**src/rtl/pulse_prolong_arb.sv**
```systemverilog
// ---------------------------------------------------------------------------
// pulse_prolong_arb
//
// Round-robin arbiter that funnels single-cycle event strobes from N
// requesters into one stretched pulse channel. Each grant drives out_pulse
// high for HOLD cycles, then low for GAP cycles, so a slower downstream
// domain reliably sees every granted event.
//
// Ports
//   clk1        single clock, rising edge
//   nrst        asynchronous active-low reset
//   req_pulse   [N] per-requester event strobes
//   out_pulse   stretched pulse (high during HOLD)
//   sel_id      index of requester owning the current/last grant
//   busy        high during HOLD and GAP
//   done_pulse  one-cycle strobe in the first GAP cycle
//   pending     [N] registered outstanding-event flags
//   overflow    [N] sticky dropped-event flags
//   drop_cnt    [8] saturating dropped-event count
//               (present only when PROLONG_DROP_CNT_EN is defined)
// ---------------------------------------------------------------------------
module pulse_prolong_arb #(
    parameter int N    = 4,   // requesters, 2..8
    parameter int HOLD = 6,   // out_pulse high cycles per grant, 1..15
    parameter int GAP  = 3    // out_pulse low cycles after a grant, 1..15
) (
    input  logic                 clk1,
    input  logic                 nrst,
    input  logic [N-1:0]         req_pulse,
    output logic                 out_pulse,
    output logic [$clog2(N)-1:0] sel_id,
    output logic                 busy,
    output logic                 done_pulse,
    output logic [N-1:0]         pending,
    output logic [N-1:0]         overflow
`ifdef PROLONG_DROP_CNT_EN
    ,
    output logic [7:0]           drop_cnt
`endif
);

    localparam int         IW        = $clog2(N);
    localparam logic [3:0] HOLD_LOAD = 4'(HOLD - 1);
    localparam logic [3:0] GAP_LOAD  = 4'(GAP - 1);

    typedef enum logic [1:0] {
        S_IDLE,
        S_HOLD,
        S_GAP
    } state_t;

    state_t         state_q, state_d;
    logic [3:0]     cnt_q, cnt_d;      // cycles remaining in HOLD/GAP, counts down to 0
    logic [IW-1:0]  ptr_q;             // last granted index; search starts one past it
    logic           grant;
    logic           grant_found;
    logic [IW-1:0]  grant_idx;
    logic [IW-1:0]  cand;
    logic [N-1:0]   grant_mask;
    logic [N-1:0]   drops;
    logic [N-1:0]   pending_d;

    // Round-robin search over the registered pending flags.
    // NOTE: every variable written in an always_comb gets a default first,
    // otherwise an unassigned path infers a latch.
    always_comb begin
        grant_found = 1'b0;
        grant_idx   = '0;
        cand        = '0;
        for (int k = 1; k <= N; k++) begin
            cand = IW'((int'(ptr_q) + k) % N);
            if (!grant_found && pending[cand]) begin
                grant_found = 1'b1;
                grant_idx   = cand;
            end
        end
    end

    // Next-state logic. A grant is issued from IDLE, or from the last GAP
    // cycle so back-to-back grants run at exactly HOLD+GAP cycles.
    always_comb begin
        state_d = state_q;
        cnt_d   = cnt_q;
        grant   = 1'b0;
        case (state_q)
            S_IDLE: begin
                if (grant_found) begin
                    grant   = 1'b1;
                    state_d = S_HOLD;
                    cnt_d   = HOLD_LOAD;
                end
            end
            S_HOLD: begin
                if (cnt_q == 4'd0) begin
                    state_d = S_GAP;
                    cnt_d   = GAP_LOAD;
                end else begin
                    cnt_d = cnt_q - 4'd1;
                end
            end
            S_GAP: begin
                if (cnt_q != 4'd0) begin
                    cnt_d = cnt_q - 4'd1;
                end else if (grant_found) begin
                    grant   = 1'b1;
                    state_d = S_HOLD;
                    cnt_d   = HOLD_LOAD;
                end else begin
                    state_d = S_IDLE;
                    cnt_d   = 4'd0;
                end
            end
            default: begin
                state_d = S_IDLE;
                cnt_d   = 4'd0;
            end
        endcase
    end

    // A strobe from the requester being granted this cycle re-arms its flag
    // rather than counting as a drop, because the old flag is consumed now.
    always_comb begin
        grant_mask = '0;
        if (grant) begin
            grant_mask[grant_idx] = 1'b1;
        end
        drops     = req_pulse & pending & ~grant_mask;
        pending_d = (pending & ~grant_mask) | req_pulse;
    end

    assign out_pulse  = (state_q == S_HOLD);
    assign busy       = (state_q != S_IDLE);
    assign done_pulse = (state_q == S_GAP) && (cnt_q == GAP_LOAD);

    // NOTE: sequential state uses non-blocking assignments so every register
    // samples pre-edge values regardless of statement order.
    always_ff @(posedge clk1 or negedge nrst) begin
        if (!nrst) begin
            state_q  <= S_IDLE;
            cnt_q    <= 4'd0;
            ptr_q    <= IW'(N - 1);   // requester 0 wins the first search
            sel_id   <= '0;
            pending  <= '0;
            overflow <= '0;
        end else begin
            state_q  <= state_d;
            cnt_q    <= cnt_d;
            pending  <= pending_d;
            overflow <= overflow | drops;
            if (grant) begin
                ptr_q  <= grant_idx;
                sel_id <= grant_idx;
            end
        end
    end

`ifdef PROLONG_DROP_CNT_EN
    // Several requesters can drop in one cycle; add them all, clamp at 255.
    logic [8:0] drop_sum;

    always_comb begin
        drop_sum = {1'b0, drop_cnt} + 9'($countones(drops));
    end

    always_ff @(posedge clk1 or negedge nrst) begin
        if (!nrst) begin
            drop_cnt <= 8'd0;
        end else if (drop_sum > 9'd255) begin
            drop_cnt <= 8'hFF;
        end else begin
            drop_cnt <= drop_sum[7:0];
        end
    end
`else
    // Drop counter not built; overflow flags still record drops.
`endif

endmodule

```
**config.mk**
```make
export PLATFORM = sky130hd
export DESIGN_NAME = pulse_prolong_arb
export DESIGN_NICKNAME = d
export VERILOG_FILES = /design/src/rtl/pulse_prolong_arb.sv
export SDC_FILE = /design/constraint.sdc
export NUM_CORES = 1
export LEC_CHECK = 0
export ABC_AREA = 0
export BUFFER_PORTS_ARGS = -buffer_cell sky130_fd_sc_hd__buf_2
export CORE_MARGIN = 2
export CORE_UTILIZATION = 40
export CTS_CLUSTER_DIAMETER = 120
export DETAILED_ROUTE_END_ITERATION = 12
export PLACE_DENSITY_LB_ADDON = 0.2
export REMOVE_ABC_BUFFERS = 1
export SLEW_MARGIN = 10
export SYNTH_ARGS = -nofsm -noshare
export SYNTH_HDL_FRONTEND = slang
export SYNTH_SLANG_ARGS = --single-unit
```
**constraint.sdc**
```tcl
create_clock -name clk1 -period 1.82 [get_ports clk1]
set_clock_uncertainty 0.2 [all_clocks]
set_input_delay 0.182 -clock clk1 [delete_from_list [all_inputs] [get_ports clk1]]
set_output_delay 0.182 -clock clk1 [all_outputs]
set_load 0.01 [all_outputs]
```
## Yosys cells after proc, flatten, opt, wreduce, memory -nomap -nowiden

Index checks and enable logic that the tools add are counted.

- Add/subtract/negate cells: 5
- Order comparisons: 6
- Equal/unequal tests: 6
- Multiplexer cells: 32
- Bitwise gates (word level): 6
- Reductions and logical operators: 13

Operators by type and width:

| cell | number |
|---|---|
| $mux W4 | 4 |
| $lt A2 B3 Y1 const B | 5 |
| $mux W2 | 7 |
| $and A4 B4 Y4 | 3 |
| $mux W1 | 12 |
| $pmux W4 S3 | 1 |
| $bmux W1 S2 | 4 |
| $or A4 B4 Y4 | 2 |
| $pmux W2 S3 | 1 |
| $logic_and A1 B1 Y1 | 5 |
| $add A2 B1 Y2 const B | 2 |
| $add A2 B2 Y2 const B | 2 |
| $eq A4 B2 Y1 const B | 1 |
| $logic_not A4 Y1 | 1 |
| $ne A2 B2 Y1 const B | 2 |
| $not A4 Y4 | 1 |
| $reduce_bool A4 Y1 | 1 |
| $sub A4 B1 Y4 const B | 1 |
| $logic_not A1 Y1 | 3 |
| $mux W3 | 1 |
| $reduce_and A3 Y1 | 1 |
| $demux W1 S2 | 1 |
| $eq A2 B1 Y1 const B | 1 |
| $eq A2 B2 Y1 const B | 1 |
| other kinds (5) | 5 |

- Flip-flop bits (word level): 18
- Input bits: 6
- Output and inout bits: 13
- Word-level logic and storage cells: 74

## Longest topological paths before layout

- Depth after elaboration: 21
- Mapped depth: 6
- Gate-level depth less buffers: 4

## Worst setup path after synthesis

No wires, ideal clock.

- Kind: register to register
- Start: register cnt_q[0]
- End: register overflow[3]
- Arrival time: 1619 ps
- Data required time: 1484 ps
- Path slack: -135 ps
- Cell stages (with the launch flop): 7
- Buffers on the path: 2
- Period minus slack after synthesis: 1955 ps
- Path through: dfrtp_1 -> buf_6 -> o41a_1 -> or3_1 -> buf_6 -> o21bai_1 -> o211ai_1

- Word-level cells in the longest chain between the ends: 7

RTL lines:

| element | line | text |
|---|---|---|
| start, declared | 53 | `logic [3:0] cnt_q, cnt_d;` |
| start signal, assigned | 147 | `cnt_q <= cnt_d;` |
| $reduce_bool A4 Y1 | 102 | `if (cnt_q != 4'd0) begin` |
| $mux W1 | 102 |  |
| $pmux W1 S2 | 85 | `case (state_q)` |
| $mux W4 | 124 | `if (grant) begin` |
| $not A4 Y4 | 127 | `drops = req_pulse & pending & ~grant_mask;` |
| $and A4 B4 Y4 | 127 |  |
| $or A4 B4 Y4 | 149 | `overflow <= overflow \| drops;` |
| end signal, assigned | 149 |  |
| end, declared | 35 | `output logic [N-1:0] overflow` |

Every way passes these cells.
A chain may end at the register's enable or synchronous reset.

## Worst setup path after layout

- Start: register cnt_q[1]
- End: register pending[2]

- Word-level cells in the longest chain between the ends: 7

RTL lines:

| element | line | text |
|---|---|---|
| $reduce_bool A4 Y1 | 102 |  |
| $mux W1 | 102 |  |
| $pmux W1 S2 | 85 |  |
| $mux W4 | 124 |  |
| $not A4 Y4 | 128 | `pending_d = (pending & ~grant_mask) \| req_pulse;` |
| $and A4 B4 Y4 | 128 |  |
| $or A4 B4 Y4 | 128 |  |
| via pending_d[2] | 61 | `logic [N-1:0] pending_d;` |
| end signal, assigned | 148 | `pending <= pending_d;` |
| end, declared | 34 | `output logic [N-1:0] pending,` |

The timed path passes the listed nets, and every way through them passes these cells.

==> results.txt <==
- Worst Setup End Kind: flop
- The flow ran to the end, but the final reports show violations.
- The final reports fail on negative setup slack.
- For this block, the initial DRC count from the detailed router was 16.
- Warnings from Yosys: 0
* Starting Density: between 40% and 50%
- The number of different library cells used by synthesis comes to 36.
- The die is 53.4 microns wide.
- After floorplanning, the core was divided into 17 placement rows.
- Number of buffers on the longest clock path: 2
- Setup repair after global routing could not meet its margin everywhere.
- After global routing the overflow that remains totals 0.
* Routed Antenna Nets: 0
- Maximum number of pins on one net before global-route repair: 19
* Data arrival at the endpoint of the critical path: roughly 1.8 ns
* Utilization after layout: approximately 57%
- Fraction of the yosys area taken by sequential cells: roughly 46%
- 0 antenna diodes ended up in the layout.
* Iteration count of the initial detailed-routing pass: 4
- Crit path max-delay cell type: o41a_1
- Routed length per instance: around 14 microns
- Area contributors post-synth: dfrtp_1 (41%), nor2_1 (7.7%), dfstp_2 (5.4%)
* Final non-filler cell total: 167
- Placed cell count: 156
* Root Buffer Master: clkbuf_4
- Timing would allow up to ~0.54 GHz.
* Met3 wire len: 119 microns
- At the worst endpoint, the required time is between 1.5 and 2 ns.
* Pleak: about 0.55 nW
- Top cell family by delay on the critical path: simple AND/OR/NAND/NOR gates
- The mapped netlist covers approximately 980 sq um.
- Gpl congestion: 0.877
- Primary flip-flop cell chosen by synthesis mapping: dfrtp_1
- Avg Cell Area, Syn: just over 9 sq um
- At the pin with the least slew margin, the transition time is 0.487 ns.
* Fraction of layout cells with a size suffix above 1: 34.5%
* Vias in the first global route: 839
* Clock network latency to the later pin of the worst-skew pair: around 0.30 ns
- Number of fill cells: 210
- Summing all multi-input logic gate instances after layout gives 518 sq um.
* Clock tree from TritonCTS: built
* Final WS setup: -0.0184 ns
- Dividing the detail-routed via count by the number of cells gives approximately 5.5.
- Antenna violations before repair: 0
- Crit path launch type: flop
* Maximum fanout along the worst path: 6
- Total length of routed met2 wires: approximately 1100 microns
- Number of pins exceeding their max-slew limit in the final report: 0
- Signal routing reaches up to met4.
- Die ar.: ~2900 sq um
- Counting flops with a built-in enable in the synthesized netlist gives 0.
* DR vias: 924
- After detailed routing, the total wire length is 2300 microns.
* Post-synthesis cell count: 106
* Count of endpoints failing setup in the final report: 2
* Worst path buffer plus inverter count: 0
* H-tree levels: 1
- Cell with the most instances after synthesis: nor2_1
* Cell taking the most area after synthesis: dfrtp_1
- Area added between synthesis and finish: 31.3%
* Post-route setup TNS: -0.0230 ns
- The smallest clock period supported by the final layout is computed as 1.84 ns.
- The worst-case IR drop observed on VDD is around 1100 uV.
- Wire length the detailed router placed on met1: roughly 1100 microns
- For this design the top-level I/O count stands at 19.
- Fraction of synthesized cell area taken by the top area cell type: about 40%
- The net count of the finished layout is 146.
* Number of hold violations in the final report: 0
- Synth top cells by count: nor2_1 (20), dfrtp_1 (16), a21oi_1 (6), nand2_1 (6), a31oi_1 (5)
* Number of synthesized register bits: 18
* Share of the cycle needed by the critical path after routing: 101%
- Measured along the y axis, the die boundary spans ~53 microns.
- Worst reg-to-reg setup slack: -0.02 ns
- Register area: around 450 sq um
- In this run the power density over the cells is ~1800 nW/um^2.
* Number of max-cap violations: 0
- Pre-CTS setup slack: -0.0916 ns
* Worst min-delay path class: primary input to asynchronous set/reset pin
- The design draws 2.28 mW.
* Largest stage delay on the critical path: roughly 0.44 ns
* Global-route wire length before repair: roughly 3800 microns
- DRC violations left: 0
- The critical path goes through o41a_1 > or3_4 > nor2_4 > a31oi_1.
* Clock Sinks: 18
- Number of buffers added on ports: 18
- Clock slew at the register clock pins of the worst setup and hold paths: 0.11 ns
- Worst slew margin relative to its limit: between 60% and 70%
- After floorplanning, the core was sized to cover 2250 sq um.
* Total GRT Usage: 18.4%
- Class of the most critical setup path: flop to flop
- Number of buffers created by CTS: 3
- After synthesis, the share of flip-flops with an asynchronous set or reset is 100%.
- Final HPWL DP: around 1600 microns
==> metal layers <==
layer	up-vias	GRT usage [%]
met4	0	2.56
met3	2	5.93
met2	30	27.2
met1	440	26.8
li1	452	-
met5	-	0
==> worst paths after layout <==
path,startpoint,end,depth (start not counted)
setup reg to reg,cnt_q[1],pending[2],4
max in group asynchronous,nrst,ptr_q[1],2
min in group clk1,overflow[2],overflow[2],2
hold reg to reg,overflow[2],overflow[2],2
hold / removal,nrst,cnt_q[2],2
setup / recovery,cnt_q[1],pending[2],4
==> kinds of logic after synthesis <==
| group | count (synthesis) | synth area share [%] |
|---|---|---|
| buf+inv | 9 | 5.00 |
| xor+xnor | 1 | 0.898 |
| simple gates | 45 | 23.3 |
| flops | 18 | 46.4 |
| compound gates | 33 | 24.4 |
==> cell type report <==
type                    count  share of cell area [%]
clock buffers               4                    2.83
inverters                   4                    1.17
multi-input cells          79                    40.4
flip-flops and latches     18                    35.4
well taps                  28                    2.73
repair buffers             34                    17.4
==> cells in the final DEF, fill, tap and decap left out, types with 2 or more instances in the layout <==
cell	instances
nor2_4	3
nor2_2	2
a31oi_1	5
nor2b_1	4
buf_2	18
dfstp_2	2
nor3_1	3
a21o_1	4
o21ai_0	3
a21oi_1	5
o211ai_1	3
buf_4	11
nand2_1	6
nor2_1	16
inv_1	4
o21bai_1	2
o22a_1	2
clkbuf_4	3
dlygate4sd3_1	5
dfrtp_1	15
==> sequential cells by signal, summed over array words and instances (netlist names) <==
register and count:
cnt_q 4, overflow 4, pending 4, ptr_q 2, sel_id 2, state_q 2
==> power by group <==
group / internal (mW) / total, mW / switching, mW
Clock: 0.122 / 0.250 / 0.128
Combinational: 0.590 / 1.32 / 0.727
Sequential: 0.562 / 0.714 / 0.152
Total: 1.27 / 2.28 / 1.01
==> timing repair <==
item	in CTS	in global routing
buffers inserted	0	2
endpoints found under the setup margin	12	11
pin swaps	0	2
resized for setup	4	9
endpoints found under the hold margin	25	0
hold buffers	5	0
==> through the flow <==
step	area (sq um)	hold WS (ns)
after floorplan	942	-0.314
after global placement	1130	-0.0702
after detailed placement	1130	-0.0631
after CTS	1230	0.141
after global routing	1280	0.169
final	1280	0.132
No activity file was read; power rests on OpenSTA's default activity.
